==> config.mk <==
export PLATFORM = sky130hd
export DESIGN_NAME = video_stream_source
export DESIGN_NICKNAME = d
export VERILOG_FILES = /design/src/rtl/video_stream_pkg.sv /design/src/rtl/video_stream_source_pattern_gen.sv /design/src/rtl/video_stream_source.sv
export SDC_FILE = /design/constraint.sdc
export NUM_CORES = 1
export LEC_CHECK = 0
export CAP_MARGIN = 10
export CELL_PAD_IN_SITES_DETAIL_PLACEMENT = 1
export CELL_PAD_IN_SITES_GLOBAL_PLACEMENT = 1
export CORE_ASPECT_RATIO = 0.7
export CORE_UTILIZATION = 45
export DETAILED_ROUTE_END_ITERATION = 7
export GPL_ROUTABILITY_DRIVEN = 0
export PLACE_DENSITY_LB_ADDON = 0.2
export SYNTH_ARGS = -nofsm -noshare
export SYNTH_HDL_FRONTEND = slang
export SYNTH_HIERARCHICAL = 1
export SYNTH_SLANG_ARGS = --single-unit
==> constraint.sdc <==
create_clock -name clk -period 4 [get_ports clk]
set_input_delay 0.8 -clock clk [delete_from_list [all_inputs] [get_ports clk]]
set_output_delay 0.8 -clock clk [all_outputs]
set_load 0.05 [all_outputs]
==> src/rtl/video_stream_pkg.sv <==
// Shared constants and encodings for the video frame-stream source.
package video_stream_pkg;

    localparam int DEF_H_ACTIVE = 702;
    localparam int DEF_V_ACTIVE = 288;
    localparam int DEF_H_BLANK  = 16;
    localparam int DEF_V_FRONT  = 4;
    localparam int DEF_V_BLANK  = 64;
    localparam int DEF_ADDR_W   = 20;

    // Width of the h/v/blank counters; wide enough for any practical timing.
    localparam int CNT_W = 16;

    typedef enum logic [2:0] {
        ST_IDLE   = 3'd0,
        ST_FRONT  = 3'd1,
        ST_ACTIVE = 3'd2,
        ST_HBLANK = 3'd3,
        ST_VBLANK = 3'd4
    } state_t;

    typedef enum logic [1:0] {
        PAT_MEM   = 2'd0,
        PAT_RAMP  = 2'd1,
        PAT_CHECK = 2'd2,
        PAT_SOLID = 2'd3
    } pattern_t;

endpackage

==> src/rtl/video_stream_source_pattern_gen.sv <==
// Registered test-pattern pixel; zero outside active pixels and in memory mode.
module video_pattern_gen
    import video_stream_pkg::*;
(
    input  logic       clk,
    input  logic       reset,
    input  logic       valid_i,
    input  pattern_t   pattern_i,
    input  logic [7:0] h_i,
    input  logic       v5_i,
    output logic [7:0] pix_o
);

    logic [7:0] pix_q;
    logic [7:0] pix_d;

    always_comb begin
        pix_d = 8'd0;
        if (valid_i) begin
            case (pattern_i)
                PAT_RAMP:  pix_d = h_i;
                PAT_CHECK: pix_d = (h_i[5] ^ v5_i) ? 8'd255 : 8'd0;
                PAT_SOLID: pix_d = 8'd128;
                default:   pix_d = 8'd0;
            endcase
        end
    end

    always_ff @(posedge clk) begin
        if (reset) begin
            pix_q <= 8'd0;
        end else begin
            pix_q <= pix_d;
        end
    end

    assign pix_o = pix_q;

endmodule

==> src/rtl/video_stream_source.sv <==
// Frame-stream transmitter: FSM and counters produce frame/line/pixel timing,
// and every video output is registered one cycle behind the internal state.
module video_stream_source
    import video_stream_pkg::*;
#(
    parameter int H_ACTIVE = DEF_H_ACTIVE,
    parameter int V_ACTIVE = DEF_V_ACTIVE,
    parameter int H_BLANK  = DEF_H_BLANK,
    parameter int V_FRONT  = DEF_V_FRONT,
    parameter int V_BLANK  = DEF_V_BLANK,
    parameter int ADDR_W   = DEF_ADDR_W
) (
    input  logic              clk,
    input  logic              reset,
    input  logic              enable,
    input  logic [1:0]        pattern_sel,
    output logic              mem_rd_en,
    output logic [ADDR_W-1:0] mem_rd_addr,
    input  logic [7:0]        mem_rd_data,
    output logic              video_frame_valid,
    output logic              video_line_valid,
    output logic              video_data_valid,
    output logic [7:0]        video_data_out,
    output logic [ADDR_W-1:0] video_address,
    output logic [9:0]        frame_count,
    output logic              frame_done,
    output logic [2:0]        debug_state
);

    localparam logic [CNT_W-1:0] H_LAST     = CNT_W'(H_ACTIVE - 1);
    localparam logic [CNT_W-1:0] V_LAST     = CNT_W'(V_ACTIVE - 1);
    localparam logic [CNT_W-1:0] HB_LAST    = CNT_W'(H_BLANK - 1);
    localparam logic [CNT_W-1:0] FRONT_LAST = CNT_W'(V_FRONT - 1);
    localparam logic [CNT_W-1:0] VB_LAST    = CNT_W'(V_BLANK - 1);
    localparam logic [CNT_W-1:0] CNT_ONE    = CNT_W'(1);
    localparam logic [ADDR_W-1:0] ADDR_ONE  = ADDR_W'(1);

    state_t              state_q, state_d;
    pattern_t            pat_q, pat_d;
    logic [CNT_W-1:0]    h_q, h_d;
    logic [CNT_W-1:0]    v_q, v_d;
    logic [CNT_W-1:0]    cnt_q, cnt_d;
    logic [ADDR_W-1:0]   addr_q, addr_d;
    logic                start_frame;

    logic                mem_rd_en_q;
    logic [ADDR_W-1:0]   mem_rd_addr_q;
    logic                frame_valid_q;
    logic                data_valid_q;
    logic                mem_sel_q;
    logic [ADDR_W-1:0]   video_address_q;
    logic [9:0]          frame_count_q;
    logic                frame_done_q;
    logic [7:0]          pat_pix;
    logic                frame_end;

    always_comb begin
        state_d     = state_q;
        pat_d       = pat_q;
        h_d         = h_q;
        v_d         = v_q;
        cnt_d       = cnt_q;
        addr_d      = addr_q;
        start_frame = 1'b0;
        case (state_q)
            ST_IDLE: begin
                start_frame = enable;
            end
            ST_FRONT: begin
                if (cnt_q == FRONT_LAST) begin
                    state_d = ST_ACTIVE;
                    cnt_d   = '0;
                end else begin
                    cnt_d = cnt_q + CNT_ONE;
                end
            end
            ST_ACTIVE: begin
                // Running address replaces v*H_ACTIVE+h; it continues across lines.
                addr_d = addr_q + ADDR_ONE;
                if (h_q == H_LAST) begin
                    state_d = ST_HBLANK;
                    cnt_d   = '0;
                end else begin
                    h_d = h_q + CNT_ONE;
                end
            end
            ST_HBLANK: begin
                if (cnt_q == HB_LAST) begin
                    cnt_d = '0;
                    h_d   = '0;
                    if (v_q == V_LAST) begin
                        state_d = ST_VBLANK;
                    end else begin
                        state_d = ST_ACTIVE;
                        v_d     = v_q + CNT_ONE;
                    end
                end else begin
                    cnt_d = cnt_q + CNT_ONE;
                end
            end
            ST_VBLANK: begin
                if (cnt_q == VB_LAST) begin
                    cnt_d       = '0;
                    start_frame = enable;
                    if (!enable) begin
                        state_d = ST_IDLE;
                    end
                end else begin
                    cnt_d = cnt_q + CNT_ONE;
                end
            end
            default: begin
                state_d = ST_IDLE;
            end
        endcase
        if (start_frame) begin
            state_d = ST_FRONT;
            pat_d   = pattern_t'(pattern_sel);
            h_d     = '0;
            v_d     = '0;
            cnt_d   = '0;
            addr_d  = '0;
        end
    end

    always_ff @(posedge clk) begin
        if (reset) begin
            state_q <= ST_IDLE;
            pat_q   <= PAT_MEM;
            h_q     <= '0;
            v_q     <= '0;
            cnt_q   <= '0;
            addr_q  <= '0;
        end else begin
            state_q <= state_d;
            pat_q   <= pat_d;
            h_q     <= h_d;
            v_q     <= v_d;
            cnt_q   <= cnt_d;
            addr_q  <= addr_d;
        end
    end

    // First VBLANK cycle: the registered frame_valid drops on the same edge.
    assign frame_end = (state_q == ST_VBLANK) && (cnt_q == '0);

    // Read strobe is built from next-state so the returned data lands with data_valid.
    always_ff @(posedge clk) begin
        if (reset) begin
            mem_rd_en_q     <= 1'b0;
            mem_rd_addr_q   <= '0;
            frame_valid_q   <= 1'b0;
            data_valid_q    <= 1'b0;
            mem_sel_q       <= 1'b0;
            video_address_q <= '0;
            frame_count_q   <= '0;
            frame_done_q    <= 1'b0;
        end else begin
            mem_rd_en_q <= (state_d == ST_ACTIVE) && (pat_d == PAT_MEM);
            if ((state_d == ST_ACTIVE) && (pat_d == PAT_MEM)) begin
                mem_rd_addr_q <= addr_d;
            end
            frame_valid_q <= state_q inside {ST_FRONT, ST_ACTIVE, ST_HBLANK};
            data_valid_q  <= (state_q == ST_ACTIVE);
            mem_sel_q     <= (state_q == ST_ACTIVE) && (pat_q == PAT_MEM);
            if (state_q == ST_ACTIVE) begin
                video_address_q <= addr_q;
            end
            frame_done_q <= frame_end;
            if (frame_end) begin
                frame_count_q <= frame_count_q + 10'd1;
            end
        end
    end

    video_pattern_gen u_pattern_gen (
        .clk       (clk),
        .reset     (reset),
        .valid_i   ((state_q == ST_ACTIVE) && (pat_q != PAT_MEM)),
        .pattern_i (pat_q),
        .h_i       (h_q[7:0]),
        .v5_i      (v_q[5]),
        .pix_o     (pat_pix)
    );

    assign mem_rd_en         = mem_rd_en_q;
    assign mem_rd_addr       = mem_rd_addr_q;
    assign video_frame_valid = frame_valid_q;
    assign video_line_valid  = data_valid_q;
    assign video_data_valid  = data_valid_q;
    assign video_data_out    = mem_sel_q ? mem_rd_data : pat_pix;
    assign video_address     = video_address_q;
    assign frame_count       = frame_count_q;
    assign frame_done        = frame_done_q;
    assign debug_state       = state_q;

endmodule

# Yosys cells after proc, flatten, opt, wreduce, memory -nomap -nowiden
# Index checks and enable logic that the tools add are counted.
# op_classes
addsub	5
n_eq_ne	16
n_mux	24
bitwise_logic	3
n_reduce_logical	17
# op_table
op	count
16-bit two-way mux	6
16-bit one-hot mux with 4 select lines	1
16-bit by 1-bit adder with 16-bit output, second input constant	3
20-bit two-way mux	2
16-bit one-hot mux with 2 select lines	1
8-bit one-hot mux with 3 select lines	1
3-bit two-way mux	7
20-bit by 1-bit adder with 20-bit output, second input constant	1
16-bit by 10-bit == test with 1-bit output, second input constant	1
16-bit by 2-bit == test with 1-bit output, second input constant	1
16-bit by 4-bit == test with 1-bit output, second input constant	1
16-bit by 6-bit == test with 1-bit output, second input constant	1
16-bit by 9-bit == test with 1-bit output, second input constant	1
16-bit zero test	1
8-bit two-way mux	2
3-bit one-hot mux with 5 select lines	1
10-bit by 1-bit adder with 10-bit output, second input constant	1
3-bit by 2-bit == test with 1-bit output, second input constant	3
2-bit != test, second input constant	3
3-bit AND reduction	2
2-bit == test, second input constant	2
1-bit logical AND	4
2-bit zero test	2
2-bit nonzero test	2
other kinds (13)	15
# word_totals
reg_bits	136
inputBits	13
output_inout_bits	66
word_cells	80

# Longest topological paths before layout
# Gate-level depths: netlist (run 1).
# logic_depth
ltp_word	7
ltp_mapped	9
ltp_nobuf	8

# Modules after synthesis
# The synthesis (run 1) kept the hierarchy.
# by_module_without_submodules
mod	n_inst	cells_each	area_per_inst_um2	seq_area_each_um2
video_stream_source	1	646	5805.6	2562.5
video_pattern_gen	1	31	304.0	160.2

# Worst setup path after synthesis (run 1)
# Ideal clock, no wire load.
# synth_path
kind	register -> register
startpoint	register cnt_q[15]
endpoint	register mem_rd_addr_q[10] (netlist: mem_rd_addr[10])
setup_time_ps	121
t_arrival_ps	2456
t_required_ps	3879
path_slack_ps	1423
path_stages_with_launch	9
path_buffers	2
period_less_slack_ps	2577
path_cell_list	dfxtp_1 > or4_1 > clkbuf_1 > o41ai_4 > nand3_4 > mux2_4 > and2_4 > buf_6 > mux2_4
# synth_between
elab_chain_cells	6
word_cells_on_any_way	15
classes_between	eq/ne (4); mux (9); reduce/logical (2)
# synth_lines
item	line	source
from (decl)	video_stream_source.sv:42	logic [CNT_W-1:0] cnt_q, cnt_d;
from (signal assigned)	video_stream_source.sv:139	cnt_q <= cnt_d;
16-bit by 6-bit == test with 1-bit output (tied with other cells)	video_stream_source.sv:102	if (cnt_q == VB_LAST) begin
3-bit two-way mux (tied with other cells)	video_stream_source.sv:102	
3-bit one-hot mux with 5 select lines or 1-bit one-hot mux with 2 select lines (tied branches)	video_stream_source.sv:65	case (state_q)
3-bit two-way mux or 2-bit two-way mux (tied branches)	video_stream_source.sv:116	if (start_frame) begin
3-bit by 2-bit == test with 1-bit output or 2-bit zero test (tied branches)	video_stream_source.sv:160	if ((state_d == ST_ACTIVE) && (pat_d == PAT_MEM)) begin
1-bit logical AND	video_stream_source.sv:160	
to (signal assigned)	video_stream_source.sv:161	mem_rd_addr_q <= addr_d;
to (decl)	video_stream_source.sv:47	logic [ADDR_W-1:0] mem_rd_addr_q;
# Several ways; a longest one is shown, not always the timed one.
# A chain may end at the register's enable or synchronous reset.

# Final worst setup path (run 1)
# layout_path
startpoint	register cnt_q[15]
endpoint	register mem_rd_addr_q[2] (netlist: mem_rd_addr[2])
# Same word-level chain as after synthesis.

==> summary.md, run 1 <==
| Metric | Value |
|---|---|
| Post-Syn Instances | `~680` |
| GRT Overall Usage | `about a quarter` |
| Detailed-router iteration count before antenna repair | `5` |
| Worst path slowest cell | `or4_1` |
| Register-to-Register Path Depth | `6` |
| Post-synth net total | `~700` |
| CTS H-tree lvls | `4` |
| Maxcap violations | `0` |
| Critical path launch point type | `flop` |
| Peak supply drop | `about 390 uV` |
| Unrepaired setup endpoints after global routing | `false` |
| CTS Buf Count | `17` |
| Syn. warnings | `6` |
| Reg2Reg Setup Slack | `about 0.75 ns` |
| PortBufs | `slightly below 80` |
| Initial antenna violation count | `0` |
| Fmax | `between 300 and 400 MHz` |
| Post_cts resized | `0` |
| Outcome | `complete, no violations` |
| Most frequent cells in the layout | `dfxtp_1 (136), nor2_1 (89), nand2_1 (80)` |
| Critical Path, Cell by Cell | `or4_1 -> nor4_2 -> a211oi_1 -> nor4_1 -> and2_4 -> mux2_2` |
| Min cycle time layout | `about 3.3 ns` |
| Critical Path AT | `roughly 3.6 ns` |
| R2r endpoint | `mem_rd_addr[2]` |
| Final setup fails | `0` |
| ANT cells | `0` |
| Crit path from | `cnt_q[15]` |
| Detail Placement HPWL | `11500 um` |
| Largest net degree at the start of global routing | `63` |
| Clock sink total | `~140` |
| Pleak | `2.63 nW` |
| Grt ovf | `0` |
| Iteration-0 DRC Markers | `between 150 and 200` |
| TritonCTS clock tree | `done` |
| Cell Pwr Density | `roughly 400 mW/mm2` |
| Layout area overhead | `24.5%` |
| Sequential element share of the synthesized area | `44.6%` |
| Critical path type | `reg2reg` |
| Mapped cell area | `~0.0061 mm2` |
| Share of cells above drive strength 1 | `around 11%` |
| Worst slew pin tran | `0.962 ns` |
| CP endpoint | `mem_rd_addr[2]` |
| Clock buffer depth | `2` |
| Syn_area_per_cell | `~9 um2` |
| DRC violations left | `0` |
| Worst setup margin | `approximately 0.75 ns` |
| Row count | `35` |
| Asr flop ratio synth | `0%` |
| Worst Skew | `about 0.0097 ns` |
| Tot Pwr | `3.06 mW` |
| WHS | `0.458 ns` |
| Pre-CTS WS | `slightly above 0.9 ns` |
| Die Height | `~100 um` |
| Reg clk slew, reported paths | `around 0.060 ns` |
| Worst EP required | `about 4.3 ns` |
| Max-slew headroom at the worst pin | `between 30% and 40%` |
| Min-delay worst type | `reg2reg` |
| Vias in the first global route | `about 5300` |
| Slew Limit Fails | `0` |
| Routed Antenna Nets | `0` |
| Full die area | `around 0.014 mm2` |
| I/O pin cnt | `79` |
| Primary FF master, synth | `dfxtp_1` |
| Layout net count | `about 770` |
| Via-per-instance ratio | `roughly 5.5` |
| Commonest non-fill, non-tap cell in the layout | `dfxtp_1` |
| Core area | `0.0132 mm2` |
| Min-delay src | `video_address[7]` |
| Netlist cell types | `56` |
| # hold bufs at CTS | `0` |
| Setup TNS | `0 ns` |
| CP peak stage delay | `just under 0.7 ns` |
| Crit. End Element | `flop` |
| Total Wirelength | `~17000 um` |
| Synthesized flop and latch total | `around 140` |
| Reg-to-Reg Start | `cnt_q[15]` |
| Post-synth EDFFs | `0` |
| Wirelength per Cell | `between 15 and 20 um` |
| Initial Utilization | `between 40% and 50%` |
| Worst-path maximum fanout | `21` |
| Root Buffer | `clkbuf_16` |
| Fin crit share | `between 80% and 90%` |
| Via Count | `just over 5000` |
| Skew-Pair Late Insertion Delay | `around 0.42 ns` |
| Die width | `between 100 and 150 um` |
| First-pass GRT wire length | `roughly 27000 um` |
| Post-CTS Setup Inserts | `0` |
| Fin util | `between 50% and 60%` |
| Endpoints failing hold | `0` |
## cells by family after synthesis
kind of cell | count (synthesis) | synth area share [%]
simple gates | 320 | 27.4
flops | 136 | 44.6
xor+xnor | 67 | 9.73
compound gates | 66 | 6.76
buf+inv | 51 | 3.67
mux | 30 | 6.49
fa+ha+maj | 7 | 1.43
## worst min path at each step
stage / endpoint / cells after the start
final: video_address[7] / 2
after global routing: video_address[14] / 2
after CTS: video_address[7] / 2
after detailed placement: video_address[3] / 2
after global placement: video_address[4] / 2
after floorplan: u_pattern_gen/pix_o[2] / 2
## layer usage
| metal | share of wire (%) | up-vias | GRT usage (%) | wire, um |
|---|---|---|---|---|
| met5 | 0 | - | 0 | 0 |
| met4 | 1.6 | 0 | 10.3 | 262 |
| met3 | 5.1 | 24 | 4.67 | 856 |
| met2 | 47 | 131 | 40.8 | 7840 |
| met1 | 47 | 2530 | 32.4 | 7880 |
| li1 | - | 2482 | - | - |
## layout make-up
class | count | area, um2
repair buffers | 86 | 836
clock buffers | 19 | 443
multi-input cells | 490 | 3170
inverters | 17 | 63.8
clock inverters | 12 | 144
fillers | 1467 | 5570
well taps | 185 | 231
flip-flops and latches | 136 | 2720
## power breakdown
| part | leakage, nW | switching (mW) | internal (mW) |
|---|---|---|---|
| Combinational | 1.26 | 0.0776 | 0.0415 |
| Clock | 0.277 | 0.633 | 0.940 |
| Sequential | 1.10 | 0.00882 | 1.36 |
## cell usage after synthesis (7+ instances only)
cell type | number | area, um2
inv_1 | 17 | 63.8
xor2_1 | 36 | 315
nor2_1 | 89 | 334
mux2_4 | 17 | 255
nand3_1 | 20 | 100
nor2b_1 | 19 | 119
ha_1 | 7 | 87.6
xnor2_1 | 30 | 263
mux2_2 | 9 | 101
nand4_1 | 26 | 163
o22ai_1 | 8 | 50.1
and3_1 | 11 | 68.8
clkbuf_1 | 23 | 86.3
dfxtp_1 | 136 | 2720
nor4_1 | 16 | 100
nor3_1 | 11 | 55.1
o21ai_0 | 8 | 40.0
nand2_1 | 80 | 300
a21oi_1 | 35 | 175
and4_1 | 9 | 78.8
## stage by stage
stage	instances	area, um2
after floorplan	677	6110
after global placement	914	7020
after detailed placement	914	7020
after CTS	945	7610
after global routing	945	7610
final	945	7610
## critical path: cells and delay by family, from the launching register on
family / cells / cell delay (ns)
compound gates: 1 / 0.19
flops: 1 / 0.33
mux: 1 / 0.38
simple gates: 4 / 2.24
## registers in the layout (all words and copies together), names as in the netlist
register and count:
video_address 20, h_q 16, video_data_valid 1, frame_count 10
addr_q 20, debug_state 3, v_q 16, frame_done 1
u_pattern_gen/pix_o 8, mem_rd_addr 20, pat_q 2, cnt_q 16
mem_rd_en 1, video_frame_valid 1, mem_sel_q 1
Power figures use the tool's default switching activity.
==> run 2, diff against run 1 <==
--- a/config.mk
+++ b/config.mk
@@ -9,7 +9,7 @@
 export CELL_PAD_IN_SITES_DETAIL_PLACEMENT = 1
 export CELL_PAD_IN_SITES_GLOBAL_PLACEMENT = 1
 export CORE_ASPECT_RATIO = 0.7
-export CORE_UTILIZATION = 45
+export CORE_UTILIZATION = 42
 export DETAILED_ROUTE_END_ITERATION = 7
 export GPL_ROUTABILITY_DRIVEN = 0
 export PLACE_DENSITY_LB_ADDON = 0.2
==> constraint.sdc (replaced) <==
create_clock -name clk -period 3 [get_ports clk]
set_input_delay 0.6 -clock clk [delete_from_list [all_inputs] [get_ports clk]]
set_output_delay 0.6 -clock clk [all_outputs]
set_load 0.05 [all_outputs]
==> summary.md, run 2 (synthesis gave the netlist of run 1 again) <==
| Metric | Value |
|---|---|
| Initial antenna violation count | `0 (unchanged)` |
| Cell Pwr Density | `536 mW/mm2 (was 402 mW/mm2)` |
| Largest net degree at the start of global routing | `47 (was 63)` |
| ANT cells | `0 (unchanged)` |
| I/O pin cnt | `79 (unchanged)` |
| # hold bufs at CTS | `0 (unchanged)` |
| Initial Utilization | `43.5% (was 46.4%)` |
| Worst setup margin | `0.173 ns (was 0.748 ns)` |
| Worst Skew | `0.0139 ns (was 0.00971 ns)` |
| Total internal power | `3.22 mW (was 2.34 mW)` |
| Skew-Pair Late Insertion Delay | `0.42 ns (about the same)` |
| Root Buffer | `clkbuf_16 (unchanged)` |
| Switching power | `908 uW (was 719 uW)` |
| Vias in the first global route | `5184 (was 5298)` |
| CTS H-tree lvls | `4 (unchanged)` |
| Most frequent cells in the layout | `dfxtp_1 (136), nor2_1 (89), nand2_1 (80) (unchanged)` |
| Share of cells above drive strength 1 | `12.4% (was 11.1%)` |
| CTS Buf Count | `17 (unchanged)` |
| Most used cell, CP | `nor4_2` |
| Die Height | `103 um (was 99.5 um)` |
| Clock sink total | `136 (unchanged)` |
| Commonest non-fill, non-tap cell in the layout | `dfxtp_1 (unchanged)` |
| Pleak | `2.69 nW (was 2.63 nW)` |
| Worst EP required | `3.31 ns (was 4.31 ns)` |
| Fin util | `54.8% (was 57.7%)` |
| Full die area | `0.0150 mm2 (was 0.0141 mm2)` |
| Top Family by Delay on Critical Path | `simple AND/OR/NAND/NOR gates (unchanged)` |
| Clock buffer depth | `2 (unchanged)` |
| Critical path launch point type | `flop (unchanged)` |
| GRT Overall Usage | `22.9% (was 24.9%)` |
| Clock Power Share | `51.8% (was 51.4%)` |
| TritonCTS clock tree | `done (unchanged)` |
| Routed Antenna Nets | `0 (unchanged)` |
| Post-CTS Setup Inserts | `0 (unchanged)` |
| Min cycle time layout | `2.83 ns (was 3.25 ns)` |
| Maxcap violations | `0 (unchanged)` |
| Fin crit share | `94.2% (was 81.3%)` |
| Via Count | `5108 (was 5167)` |
| Grt ovf | `0 (unchanged)` |
| Bufs and invs on worst path | `0 (unchanged)` |
| Critical Path AT | `3.13 ns (was 3.56 ns)` |
| CP peak stage delay | `0.67 ns (was 0.68 ns)` |
| Core area | `0.0141 mm2 (was 0.0132 mm2)` |
| Critical Path, Cell by Cell | `or4_1 -> nor4_2 -> a211oi_1 -> nor4_2 -> and2_2 -> mux2_4 (was or4_1 -> nor4_2 -> a211oi_1 -> nor4_1 -> and2_4 -> mux2_2)` |
| First-pass GRT wire length | `27000 um (was 27200 um)` |
| Max-slew headroom at the worst pin | `52.0% (was 35.9%)` |
| Total Wirelength | `16500 um (was 16800 um)` |
| Reg2Reg Setup Slack | `0.17 ns (was 0.75 ns)` |
| Final setup fails | `0 (unchanged)` |
| PortBufs | `78 (unchanged)` |
| Detail Placement HPWL | `11600 um (was 11500 um)` |
| Peak supply drop | `393 uV (was 386 uV)` |
| Critical path type | `reg2reg (unchanged)` |
| Via-per-instance ratio | `5.33 (was 5.47)` |
| Unrepaired setup endpoints after global routing | `false (unchanged)` |
| Wirelength per Cell | `17.2 um (was 17.8 um)` |
| Combinational share of power | `4.0% (was 3.9%)` |
| Reg clk slew, reported paths | `0.06 ns (about the same)` |
| Layout net count | `776 (was 768)` |
| Outcome | `complete, no violations (unchanged)` |
| Seq pwr share | `44.3% (was 44.7%)` |
| Worst slew pin tran | `0.710 ns (was 0.962 ns)` |
| Detailed-router iteration count before antenna repair | `4 (was 5)` |
| Row count | `36 (was 35)` |
| Worst-path maximum fanout | `10 (was 21)` |
| Pre-CTS WS | `0.0581 ns (was 0.913 ns)` |
| Endpoints failing hold | `0 (unchanged)` |
| Layout area overhead | `26.2% (was 24.5%)` |
| Crit. End Element | `flop (unchanged)` |
| Slew Limit Fails | `0 (unchanged)` |
| Min-delay worst type | `reg2reg (unchanged)` |
| Iteration-0 DRC Markers | `175 (was 179)` |
| Die width | `146 um (was 141 um)` |
| Worst path slowest cell | `or4_1 (unchanged)` |
| Setup TNS | `0 ns (unchanged)` |
| Fmax | `354 MHz (was 307 MHz)` |
| DRC violations left | `0 (unchanged)` |
| Sw Share | `22.0% (was 23.5%)` |
-- run 2: cell count changes in the layout (fill, tap and decap cells not counted) --
cell,delta
nor4_2,+2
inv_6,-3
nor4_1,-2
clkinv_2,+4
and2_2,+1
bufinv_16,+1
buf_4,+7
clkinv_4,-2
clkbuf_8,+1
-- run 2: metal layers --
layer	wire, um	vias up	GRT usage, %
met1	8200	2501	31.3
met5	0	-	0
li1	-	2501	-
met3	791	10	6.24
met4	129	0	5.69
met2	7370	96	36.0
-- run 2: power by group through the flow --
stage | Clock, mW | Combinational [mW] | Sequential [mW]
after floorplan | 0 | 0.0869 | 1.88
after global placement | 0 | 0.155 | 1.87
after detailed placement | 0 | 0.161 | 1.87
after CTS | 2.16 | 0.161 | 1.83
after global routing | 2.25 | 0.176 | 1.83
final | 2.14 | 0.164 | 1.83
-- run 2: cell type report --
| class | count | area, um2 |
|---|---|---|
| flip-flops and latches | 136 | 2720 |
| repair buffers | 93 | 888 |
| well taps | 190 | 238 |
| multi-input cells | 491 | 3190 |
| fillers | 1638 | 6350 |
| inverters | 17 | 63.8 |
| clock buffers | 20 | 457 |
| clock inverters | 12 | 150 |
-- run 2: worst register-to-register path, stage by stage, from the launching register on --
cell      delay, ns
dfxtp_1        0.34
or4_1          0.67
nor4_2         0.34
a211oi_1       0.17
nor4_2         0.44
and2_2         0.44
mux2_4         0.33
-- run 2: what timing repair did --
item	in CTS	in global routing
gates resized for setup	0	2
setup endpoints to repair	0	17
endpoints found under the hold margin	0	0
-- run 2: path summary, 6_finish.rpt --
kind | endpoint | startpoint | cells after the start
min | video_address[6] | video_address[6] | 2
max | mem_rd_addr[1] | cnt_q[8] | 6
min reg2reg | video_address[6] | video_address[6] | 2
max reg2reg | mem_rd_addr[1] | cnt_q[8] | 6
-- run 2: per-stage QoR --
| step | total power [mW] | cells | hold WS (ns) | instance area (um2) |
|---|---|---|---|---|
| after floorplan | 1.97 | 677 | 0.428 | 6110 |
| after global placement | 2.02 | 926 | 0.445 | 7080 |
| after detailed placement | 2.03 | 926 | 0.450 | 7080 |
| after CTS | 4.15 | 958 | 0.457 | 7690 |
| after global routing | 4.25 | 959 | 0.477 | 7710 |
| final | 4.13 | 959 | 0.455 | 7710 |
